## config.mk

```make
export PLATFORM = sky130hd
export DESIGN_NAME = fifo_drain
export DESIGN_NICKNAME = d
export VERILOG_FILES = /design/src/rtl/fifo_drain.sv
export SDC_FILE = /design/constraint.sdc
export NUM_CORES = 1
export LEC_CHECK = 0
export CAP_MARGIN = 20
export CORE_MARGIN = 2
export CORE_UTILIZATION = 35
export DETAILED_ROUTE_END_ITERATION = 8
export GPL_TIMING_DRIVEN = 1
export PLACE_DENSITY = 0.69
export SYNTH_ARGS = -nofsm -noshare
export SYNTH_HDL_FRONTEND = slang
export SYNTH_SLANG_ARGS = --single-unit
```

## constraint.sdc

```tcl
create_clock -name clk -period 4.95 [get_ports clk]
set_clock_uncertainty 0.15 [all_clocks]
set_input_delay 0.99 -clock clk [delete_from_list [all_inputs] [get_ports clk]]
set_output_delay 0.99 -clock clk [all_outputs]
set_load 0.005 [all_outputs]
```

## src/rtl/fifo_drain.sv

```systemverilog
`default_nettype none
// ============================================================================
// Module      : fifo_drain
// Description : Drains an upstream FIFO into a 2-entry valid/ready output
//               buffer; optional performance counters (FIFO_DRAIN_PERF_EN).
// Revision    : 1.0 - initial release
// ============================================================================
module fifo_drain #(
    parameter int DATA_WIDTH = 8,
    parameter int CNT_WIDTH  = 16
) (
    input  logic                  clk,
    input  logic                  rst_n,
    input  logic                  fifo_empty,
    input  logic                  fifo_underflow,
    input  logic [DATA_WIDTH-1:0] fifo_data,
    output logic                  fifo_rd_enb,
    input  logic                  flush,
    output logic                  m_valid,
    input  logic                  m_ready,
    output logic [DATA_WIDTH-1:0] m_data,
    output logic                  err_underflow,
    output logic [CNT_WIDTH-1:0]  word_cnt,
    output logic [CNT_WIDTH-1:0]  stall_cnt
);

    // Encoding doubles as the buffer occupancy count.
    typedef enum logic [1:0] {
        S_EMPTY = 2'd0,
        S_ONE   = 2'd1,
        S_TWO   = 2'd2
    } state_t;

    state_t                r_state;
    state_t                w_state_nxt;
    logic                  r_inflight;
    logic [DATA_WIDTH-1:0] r_buf0;
    logic [DATA_WIDTH-1:0] r_buf1;
    logic [DATA_WIDTH-1:0] w_buf0_nxt;
    logic [DATA_WIDTH-1:0] w_buf1_nxt;
    logic                  r_err;
    logic                  w_pop;
    logic [1:0]            w_occ;
    logic [2:0]            w_pending;

    assign m_valid       = (r_state != S_EMPTY);
    assign m_data        = r_buf0;
    assign err_underflow = r_err;
    assign w_pop         = m_valid & m_ready;
    assign w_occ         = r_state;

    // Words held plus word on the way, minus the one leaving this cycle.
    assign w_pending   = {1'b0, w_occ} + {2'b00, r_inflight} - {2'b00, w_pop};
    assign fifo_rd_enb = ~fifo_empty & ~flush & rst_n & (w_pending < 3'd2);

    always_comb begin
        w_state_nxt = r_state;
        w_buf0_nxt  = r_buf0;
        w_buf1_nxt  = r_buf1;
        if (flush) begin
            w_state_nxt = S_EMPTY;
        end else begin
            case (r_state)
                S_EMPTY: begin
                    if (r_inflight) begin
                        w_state_nxt = S_ONE;
                        w_buf0_nxt  = fifo_data;
                    end
                end
                S_ONE: begin
                    case ({r_inflight, w_pop})
                        2'b10: begin
                            w_state_nxt = S_TWO;
                            w_buf1_nxt  = fifo_data;
                        end
                        2'b01: w_state_nxt = S_EMPTY;
                        2'b11: w_buf0_nxt  = fifo_data;
                        default: ;
                    endcase
                end
                S_TWO: begin
                    if (w_pop) begin
                        w_buf0_nxt = r_buf1;
                        if (r_inflight) begin
                            w_buf1_nxt = fifo_data;
                        end else begin
                            w_state_nxt = S_ONE;
                        end
                    end
                end
                default: w_state_nxt = S_EMPTY;
            endcase
        end
    end

    always_ff @(posedge clk or negedge rst_n) begin
        if (!rst_n) begin
            r_state    <= S_EMPTY;
            r_inflight <= 1'b0;
            r_buf0     <= '0;
            r_buf1     <= '0;
        end else begin
            r_state    <= w_state_nxt;
            r_inflight <= fifo_rd_enb;
            r_buf0     <= w_buf0_nxt;
            r_buf1     <= w_buf1_nxt;
        end
    end

    always_ff @(posedge clk or negedge rst_n) begin
        if (!rst_n) begin
            r_err <= 1'b0;
        end else if (fifo_underflow) begin
            r_err <= 1'b1;
        end
    end

`ifdef FIFO_DRAIN_PERF_EN
    localparam logic [CNT_WIDTH-1:0] c_CNT_MAX = '1;
    localparam logic [CNT_WIDTH-1:0] c_CNT_ONE = {{(CNT_WIDTH-1){1'b0}}, 1'b1};

    logic [CNT_WIDTH-1:0] r_word_cnt;
    logic [CNT_WIDTH-1:0] r_stall_cnt;

    // Saturating counters; flush intentionally leaves them untouched.
    always_ff @(posedge clk or negedge rst_n) begin
        if (!rst_n) begin
            r_word_cnt  <= '0;
            r_stall_cnt <= '0;
        end else begin
            if (w_pop && (r_word_cnt != c_CNT_MAX)) begin
                r_word_cnt <= r_word_cnt + c_CNT_ONE;
            end
            if (m_valid && !m_ready && (r_stall_cnt != c_CNT_MAX)) begin
                r_stall_cnt <= r_stall_cnt + c_CNT_ONE;
            end
        end
    end

    assign word_cnt  = r_word_cnt;
    assign stall_cnt = r_stall_cnt;
`else
    assign word_cnt  = '0;
    assign stall_cnt = '0;
`endif

endmodule
`default_nettype wire

```

==> results.sh, run 1 <==
export IMPL_status="finished, final reports clean"
export IMPL_final_core_util_pct=43.1
export IMPL_syn_to_final_growth_pct=15.5
export IMPL_firstDrtPassIters=3
export IMPL_io_buffer_count=24
export IMPL_r2r_worst_path_cells=7
export IMPL_multi_input_area_um2=614
export IMPL_fin_crit_sh_pct=91.1
export IMPL_slowest_stage="clkdlybuf4s50_1"
export IMPL_synth_most_common_cell="buf_4"
export IMPL_core_area_um2=3420
export IMPL_fin_tns_setup_ns=0
export IMPL_ioPinCount=57
export IMPL_min_to="err_underflow"
export IMPL_p_per_area_nw_per_um2=298
export IMPL_slew_viol_final=0
export IMPL_path_clk_slew_ns=0.11
export IMPL_synth_flop_cell="dfrtp_1"
export IMPL_gp_congestion=0.644
export IMPL_design_die_area_um2=4140
export IMPL_synth_commonest_cells="buf_4 (32), dfrtp_1 (20), mux2_2 (16), mux2_4 (9), nor2_1 (3)"
export IMPL_period_minus_slack_ns=4.51
export IMPL_maxCapViolCount=0
export IMPL_drc=0
export IMPL_fillers=343
export IMPL_postCtsResizedCells=0
export IMPL_clockBufferDepth=2
export IMPL_cp_cell_sequence="clkdlybuf4s50_1 > nand2_1 > ha_1 > nand2b_1 > fa_1 > nand2_1 > nor4_1 > clkdlybuf4s50_1"
export IMPL_synth_area_per_cell_um2=11.8
export IMPL_diodes=0
export IMPL_grt_ovfl_total=0
export IMPL_place_ws_ns=0.443
export IMPL_die_h_um=64.3
export IMPL_ff2ff_setup_slack_ns=2.50
export IMPL_cts_made_buffers=3
export IMPL_clkSinkCount=20
export IMPL_critPathMaxFanout=2
export IMPL_clockRootBuffer="clkbuf_4"
export IMPL_cts_setup_buffers=0
export IMPL_reg2reg_to="r_inflight"
export IMPL_register_area_um2=500
export IMPL_setup_viol=0
export IMPL_total_power_uw=438
export IMPL_ys_top_cells_by_area="dfrtp_1 (39%), buf_4 (19%), mux2_2 (14%)"
export IMPL_r2r_start="r_state[1]"
export IMPL_insertion_delay_ns=0.30
export IMPL_synth_area_leader_cell="dfrtp_1"
export IMPL_hold_depth=1
export IMPL_start_kind="input pin"
export IMPL_cts_max_level=1
export IMPL_nNetsFinal=151
export IMPL_synthesis_area_um2=1270
export IMPL_yosysTopAreaCellShare_pct=39.3
export IMPL_vias=775
export IMPL_p_leak_nw=0.678
export IMPL_min_path_type="register to register"
export IMPL_rsz0062_at_grt="no"
export IMPL_grt_pass1_wl_um=3420
export IMPL_wl_per_cell_um=11.5
export IMPL_track_usage_pct=10.5
export IMPL_crit_buf_inv=2
export IMPL_async_reset_ff_share_pct=100
export IMPL_finalHoldViolations=0
export IMPL_end_kind="output port"
export IMPL_ys_ff_latch=20
export IMPL_drt_first_iter_violations=6
export IMPL_routed_via_density=4.31
export IMPL_fp_dieW_um=64.3
export IMPL_critPathTopFamily="buffers and inverters"
export IMPL_grt_start_max_net_pins=21
export IMPL_critPathKind="input pin to output port"
export IMPL_finalWirelength_um=2060
export IMPL_antenna_found_initial=0
export IMPL_layout_drive_gt1_share_pct=25.4
export IMPL_syn_inst=108
export IMPL_max_stage_delay_ns=0.57
export IMPL_drtAntennaViolNets=0
export IMPL_placed_area_um2=1440
export IMPL_worstMarginPinSlew_ns=0.802
export IMPL_cp_required_ns=3.81
export IMPL_holdCritStartpoint="err_underflow"
export IMPL_grt_pass1_vias=757
export IMPL_cts_tree="built"
export IMPL_ys_warn_count=0
export IMPL_synth_seq_area_share_pct=39.3
export IMPL_synth_edf_count=0
export IMPL_relSlewSlack_pct=46.4
export IMPL_start_util_pct=37.3
export IMPL_yosysUniqueCellTypes=26
export IMPL_layout_setup_ws_ns=0.439
export IMPL_rows=21
export IMPL_hold_buffers=0
export IMPL_dp_final_hpwl_um=1560
export IMPL_fmax_mhz=222
export IMPL_critPathArrivalTime_ns=3.37
export IMPL_ir_worst_vdd_uv=168
export IMPL_final_area_um2=1470
-- cell families after synthesis --
| kind of cell | synth area share, % |
|---|---|
| AOI/OAI and AO/OA | 3.54 |
| buffers and inverters | 21.6 |
| and+or+nand+nor | 7.27 |
| adders and majority gates | 2.55 |
| other | 0.294 |
| muxes | 24.8 |
| DFF | 39.3 |
| xor gates and xnor gates | 0.688 |
-- cell type report --
class / instances / area share, %
multi-input combinational: 82 / 41.8
sequential: 20 / 34.0
timing repair buffer: 26 / 17.3
tap: 46 / 3.91
clock buffer: 4 / 2.47
inverter: 2 / 0.510
-- sequential cells by signal, summed over array words and instances (netlist names) --
| name | count |
|---|---|
| err_underflow | 1 |
| m_data | 8 |
| r_buf1 | 8 |
| r_inflight | 1 |
| r_state | 2 |
-- cells in the final DEF (no fill, tap or decap), types with 2 or more instances in the layout --
cell             netlist  layout
conb_1                 1      32
clkbuf_4               0       3
inv_1                  2       2
or2_2                  2       2
nand2_1                2       2
mux2_2                16      16
nand2b_1               2       2
mux2_4                 9       9
nor2_1                 3       3
clkdlybuf4s50_1        0      24
nand3b_1               2       2
buf_4                 32       2
nor2b_1                2       2
dfrtp_1               20      20
-- report_power, final --
| part | total (mW) | internal [mW] | switching [mW] |
|---|---|---|---|
| logic | 0.128 | 0.0901 | 0.0375 |
| clock network | 0.0939 | 0.0448 | 0.0491 |
| registers | 0.217 | 0.197 | 0.0202 |
| total | 0.438 | 0.332 | 0.107 |
-- worst max path at each step --
stage / start / to / slack, ns / cells after the start
after floorplan: m_ready / fifo_rd_enb / 1.51 / 6
after global placement: m_ready / fifo_rd_enb / 0.43 / 8
after detailed placement: m_ready / fifo_rd_enb / 0.44 / 8
after CTS: m_ready / fifo_rd_enb / 0.43 / 8
after global routing: m_ready / fifo_rd_enb / 0.28 / 8
final: m_ready / fifo_rd_enb / 0.44 / 8
-- through the flow --
stage | hold slack, ns | std cells
finish | 0.336 | 180
global route | 0.371 | 180
CTS | 0.343 | 180
detailed placement | 0.315 | 176
global placement | 0.305 | 176
floorplan | 0.315 | 139
-- metal layers --
layer	global-route usage [%]	wire length, um	vias up
met5	0	0	-
met4	3.19	0	0
met3	2.29	151	0
met2	18.0	996	32
met1	13.2	914	389
li1	-	-	354
Note: power is estimated with default switching activity, not from simulation.
==> run 2: changes to the inputs <==
--- a/config.mk
+++ b/config.mk
@@ -7,10 +7,11 @@
 export LEC_CHECK = 0
 export CAP_MARGIN = 20
 export CORE_MARGIN = 2
-export CORE_UTILIZATION = 35
+export CORE_UTILIZATION = 45
+export CTS_CLUSTER_SIZE = 24
 export DETAILED_ROUTE_END_ITERATION = 8
 export GPL_TIMING_DRIVEN = 1
-export PLACE_DENSITY = 0.69
+export PLACE_DENSITY = 0.86
 export SYNTH_ARGS = -nofsm -noshare
 export SYNTH_HDL_FRONTEND = slang
 export SYNTH_SLANG_ARGS = --single-unit
==> results.sh, run 2 (same netlist as run 1, synthesis figures left out) <==
export IMPL_worstMarginPinSlew_ns=0.797
export IMPL_finalWirelength_um=2220
export IMPL_min_path_type="register to register"
export IMPL_vias=770
export IMPL_design_die_area_um2=3270
export IMPL_setup_viol=0
export IMPL_gp_congestion=0.757
export IMPL_fp_dieW_um=57.2
export IMPL_fin_tns_setup_ns=0
export IMPL_start_util_pct=46.6
export IMPL_critPathArrivalTime_ns=3.60
export IMPL_track_usage_pct=15.1
export IMPL_critPathKind="input pin to output port"
export IMPL_io_buffer_count=24
export IMPL_clockRootBuffer="clkbuf_4"
export IMPL_insertion_delay_ns=0.30
export IMPL_slowest_stage="clkdlybuf4s50_1"
export IMPL_max_stage_delay_ns=0.63
export IMPL_dp_final_hpwl_um=1640
export IMPL_cp_cell_sequence="clkdlybuf4s50_1 > nand2_1 > ha_1 > nand2b_1 > fa_1 > nand2_1 > nor4_2 > clkdlybuf4s50_1"
export IMPL_critPathMaxFanout=8
export IMPL_final_area_um2=1450
export IMPL_grt_pass1_wl_um=3690
export IMPL_ir_worst_vdd_uv=204
export IMPL_drc=0
export IMPL_drt_first_iter_violations=9
export IMPL_cts_tree="built"
export IMPL_fin_crit_sh_pct=95.8
export IMPL_fmax_mhz=211
export IMPL_rows=19
export IMPL_grt_pass1_vias=765
export IMPL_end_kind="output port"
export IMPL_layout_drive_gt1_share_pct=25.6
export IMPL_p_leak_nw=0.674
export IMPL_wl_per_cell_um=13.5
export IMPL_p_per_area_nw_per_um2=305
export IMPL_cp_required_ns=3.81
export IMPL_start_kind="input pin"
export IMPL_whs_ns=0.330
export IMPL_syn_to_final_growth_pct=13.9
export IMPL_final_common_cell="conb_1"
export IMPL_relSlewSlack_pct=46.8
export IMPL_routed_via_density=4.70
export IMPL_firstDrtPassIters=4
export IMPL_path_clk_slew_ns=0.10
export IMPL_slew_viol_final=0
export IMPL_antenna_found_initial=0
export IMPL_cts_setup_buffers=0
export IMPL_period_minus_slack_ns=4.74
export IMPL_ioPinCount=57
export IMPL_clkSinkCount=20
export IMPL_cts_made_buffers=3
export IMPL_rsz0062_at_grt="no"
export IMPL_layout_setup_ws_ns=0.207
export IMPL_finalHoldViolations=0
export IMPL_place_ws_ns=0.154
export IMPL_grt_ovfl_total=0
export IMPL_final_cell_mix="conb_1 (32), clkdlybuf4s50_1 (24), dfrtp_1 (20)"
export IMPL_clockBufferDepth=2
export IMPL_fillers=252
export IMPL_hold_buffers=0
export IMPL_diodes=0
export IMPL_maxCapViolCount=0
export IMPL_drtAntennaViolNets=0
export IMPL_grt_start_max_net_pins=21
export IMPL_placed_area_um2=1410
export IMPL_core_area_um2=2730
export IMPL_die_h_um=57.2
export IMPL_cts_max_level=1
export IMPL_nNetsFinal=150
export IMPL_postCtsResizedCells=0
export IMPL_status="finished, final reports clean"
[run 2: area by class of cell]
cell class	count	area, um^2	area share, %
multi-input cells	82	621	42.8
repair buffers	25	248	17.1
well taps	31	38.8	2.67
flip-flops and latches	20	500	34.5
clock buffers	4	36.3	2.50
inverters	2	7.51	0.517
[run 2: metal layers]
metal,global-route usage [%],vias up,wire [um]
met2,26.9,45,1160
met5,0,-,0
met3,2.95,3,134
met1,17.7,373,897
li1,-,349,-
met4,5.98,0,30
[run 2: worst paths after layout]
path                               startpoint             to  slack [ns]  cells after the start
worst max-delay path                  m_ready    fifo_rd_enb        0.21                      8
worst min-delay path            err_underflow  err_underflow        0.33                      1
worst max register to register     r_state[1]     r_inflight        2.46                      7
worst min register to register  err_underflow  err_underflow        0.33                      1
max in group asynchronous               rst_n     r_state[1]        3.51                      2
min in group asynchronous               rst_n     r_state[0]        0.92                      2
[run 2: critical path, delay by kind of cell]
kind	cells	cell delay, ns
buf+inv	2	1.20
simple gates	4	0.62
fa+ha+maj	2	0.79
[run 2: stage by stage]
step / utilization [%] / std cells / power [mW]
2_1_floorplan: - / 139 / 0.295
5_1_grt: 53.1 / 164 / 0.471
3_3_place_gp: 51.5 / 160 / 0.343
6_report: 53.1 / 164 / 0.443
4_1_cts: 52.9 / 164 / 0.448
3_5_place_dp: 51.5 / 160 / 0.349
[run 2: power breakdown]
| group | total, mW | internal, mW | switching [mW] | leakage, nW |
|---|---|---|---|---|
| Sequential | 0.218 | 0.197 | 0.0212 | 0.253 |
| Clock | 0.0944 | 0.0449 | 0.0495 | 0.0210 |
| Combinational | 0.130 | 0.0899 | 0.0405 | 0.400 |
| Total | 0.443 | 0.331 | 0.111 | 0.674 |
==> run 3: changes to the inputs <==
--- a/config.mk
+++ b/config.mk
@@ -6,12 +6,14 @@
 export NUM_CORES = 1
 export LEC_CHECK = 0
 export CAP_MARGIN = 20
+export CELL_PAD_IN_SITES_DETAIL_PLACEMENT = 1
+export CELL_PAD_IN_SITES_GLOBAL_PLACEMENT = 1
 export CORE_MARGIN = 2
-export CORE_UTILIZATION = 45
+export CORE_UTILIZATION = 30
 export CTS_CLUSTER_SIZE = 24
 export DETAILED_ROUTE_END_ITERATION = 8
 export GPL_TIMING_DRIVEN = 1
-export PLACE_DENSITY = 0.86
+export PLACE_DENSITY_LB_ADDON = 0.1
 export SYNTH_ARGS = -nofsm -noshare
 export SYNTH_HDL_FRONTEND = slang
 export SYNTH_SLANG_ARGS = --single-unit
==> results.sh, run 3 (same netlist as run 1, synthesis figures left out) <==
export IMPL_cp_required_ns=3.81
export IMPL_layout_drive_gt1_share_pct=25.4
export IMPL_setup_viol=0
export IMPL_fin_tns_setup_ns=0
export IMPL_status="finished, final reports clean"
export IMPL_maxCapViolCount=0
export IMPL_register_area_um2=500
export IMPL_final_common_cell="conb_1"
export IMPL_drt_first_iter_violations=24
export IMPL_p_per_area_nw_per_um2=337
export IMPL_antenna_found_initial=0
export IMPL_worstMarginPinSlew_ns=0.861
export IMPL_core_area_um2=4060
export IMPL_dpl_cell_count=180
export IMPL_fp_dieW_um=69.2
export IMPL_finalWirelength_um=2430
export IMPL_dp_final_hpwl_um=1830
export IMPL_io_buffer_count=24
export IMPL_crit_buf_inv=2
export IMPL_grt_pass1_wl_um=4000
export IMPL_p_leak_nw=0.693
export IMPL_syn_to_final_growth_pct=18.7
export IMPL_rows=23
export IMPL_finalNonFillerCells=184
export IMPL_finalHoldViolations=0
export IMPL_clockRootBuffer="clkbuf_8"
export IMPL_routed_via_density=4.11
export IMPL_cts_setup_buffers=0
export IMPL_switching_share_pct=22.5
export IMPL_critPathTopFamily="buffers and inverters"
export IMPL_end_kind="output port"
export IMPL_power_switching_uw=115
export IMPL_firstDrtPassIters=6
export IMPL_nNetsFinal=151
export IMPL_path_clk_slew_ns=0.08
export IMPL_min_path_type="register to register"
export IMPL_clockBufferDepth=2
export IMPL_diodes=0
export IMPL_max_stage_delay_ns=0.57
export IMPL_combPwrFrac_pct=25.5
export IMPL_insertion_delay_ns=0.26
export IMPL_intPower_uw=395
export IMPL_ir_worst_vdd_uv=248
export IMPL_grt_pass1_vias=804
export IMPL_multi_input_area_um2=614
export IMPL_relSlewSlack_pct=42.5
export IMPL_fin_crit_sh_pct=92.1
export IMPL_cts_tree="built"
export IMPL_wl_per_cell_um=13.2
export IMPL_clkPwrFrac_pct=31.9
export IMPL_drc=0
export IMPL_postCtsResizedCells=0
export IMPL_fmax_mhz=219
export IMPL_critPathMaxFanout=2
export IMPL_ioPinCount=57
export IMPL_seq_power_share_pct=42.6
export IMPL_start_util_pct=31.4
export IMPL_total_power_uw=510
export IMPL_slowest_stage="clkdlybuf4s50_1"
export IMPL_grt_start_max_net_pins=21
export IMPL_period_minus_slack_ns=4.56
export IMPL_cp_cell_sequence="clkdlybuf4s50_1 > nand2_1 > ha_1 > nand2b_1 > fa_1 > nand2_1 > nor4_1 > clkdlybuf4s50_1"
export IMPL_track_usage_pct=10.3
export IMPL_start_kind="input pin"
export IMPL_final_cell_mix="conb_1 (32), clkdlybuf4s50_1 (24), dfrtp_1 (20)"
export IMPL_critPathKind="input pin to output port"
export IMPL_die_h_um=69.2
export IMPL_drtAntennaViolNets=0
export IMPL_rsz0062_at_grt="no"
export IMPL_vias=757
export IMPL_design_die_area_um2=4780
export IMPL_cts_made_buffers=3
export IMPL_critPathArrivalTime_ns=3.42
export IMPL_fillers=451
export IMPL_cts_max_level=1
export IMPL_grt_ovfl_total=0
export IMPL_clkSinkCount=20
export IMPL_hold_buffers=0
export IMPL_gp_congestion=0.752
export IMPL_slew_viol_final=0
-- run 3: cell count changes in the layout (fill, tap and decap cells not counted), sizes merged --
cell	change
bufinv	+1
clkbuf	-1
buf	+1
-- run 3: worst paths after layout --
kind,startpoint,to,slack (ns),cells past startpoint
setup / recovery,m_ready,fifo_rd_enb,0.39,8
setup reg to reg,r_state[1],r_inflight,2.45,7
min in group asynchronous,rst_n,r_state[0],0.99,2
hold reg to reg,err_underflow,err_underflow,0.32,1
max in group asynchronous,rst_n,r_state[1],3.45,2
hold / removal,err_underflow,err_underflow,0.32,1
-- run 3: layout make-up --
class	count	area share (%)
clock inverter	1	1.99
inverter	2	0.497
clock buffer	3	2.73
sequential	20	33.1
timing repair buffer	26	16.9
multi-input combinational	82	40.6
tap	50	4.14
-- run 3: per-stage QoR --
stage / setup slack, ns / util [%] / area, um^2 / hold WS, ns
after floorplan: 1.51 / - / 1390 / 0.315
after global placement: 0.417 / 35.5 / 1440 / 0.303
after detailed placement: 0.360 / 35.5 / 1440 / 0.309
after CTS: 0.341 / 37.2 / 1510 / 0.329
after global routing: 0.268 / 37.2 / 1510 / 0.350
final: 0.392 / 37.2 / 1510 / 0.324
-- run 3: power groups by stage --
stage,clock network [mW],logic (mW),registers (mW)
6_report,0.163,0.130,0.217
5_1_grt,0.175,0.141,0.223
4_1_cts,0.166,0.133,0.217
3_5_place_dp,0,0.131,0.220
3_3_place_gp,0,0.128,0.219
2_1_floorplan,0,0.0779,0.217
-- run 3: per-layer routing --
layer  up-vias  track usage [%]  routed length (um)
met5         -                0                   0
met4         0             3.27                  25
met3         4             2.34                 117
met2        30             17.7                1240
met1       374             12.7                1050
li1        349                -                   -
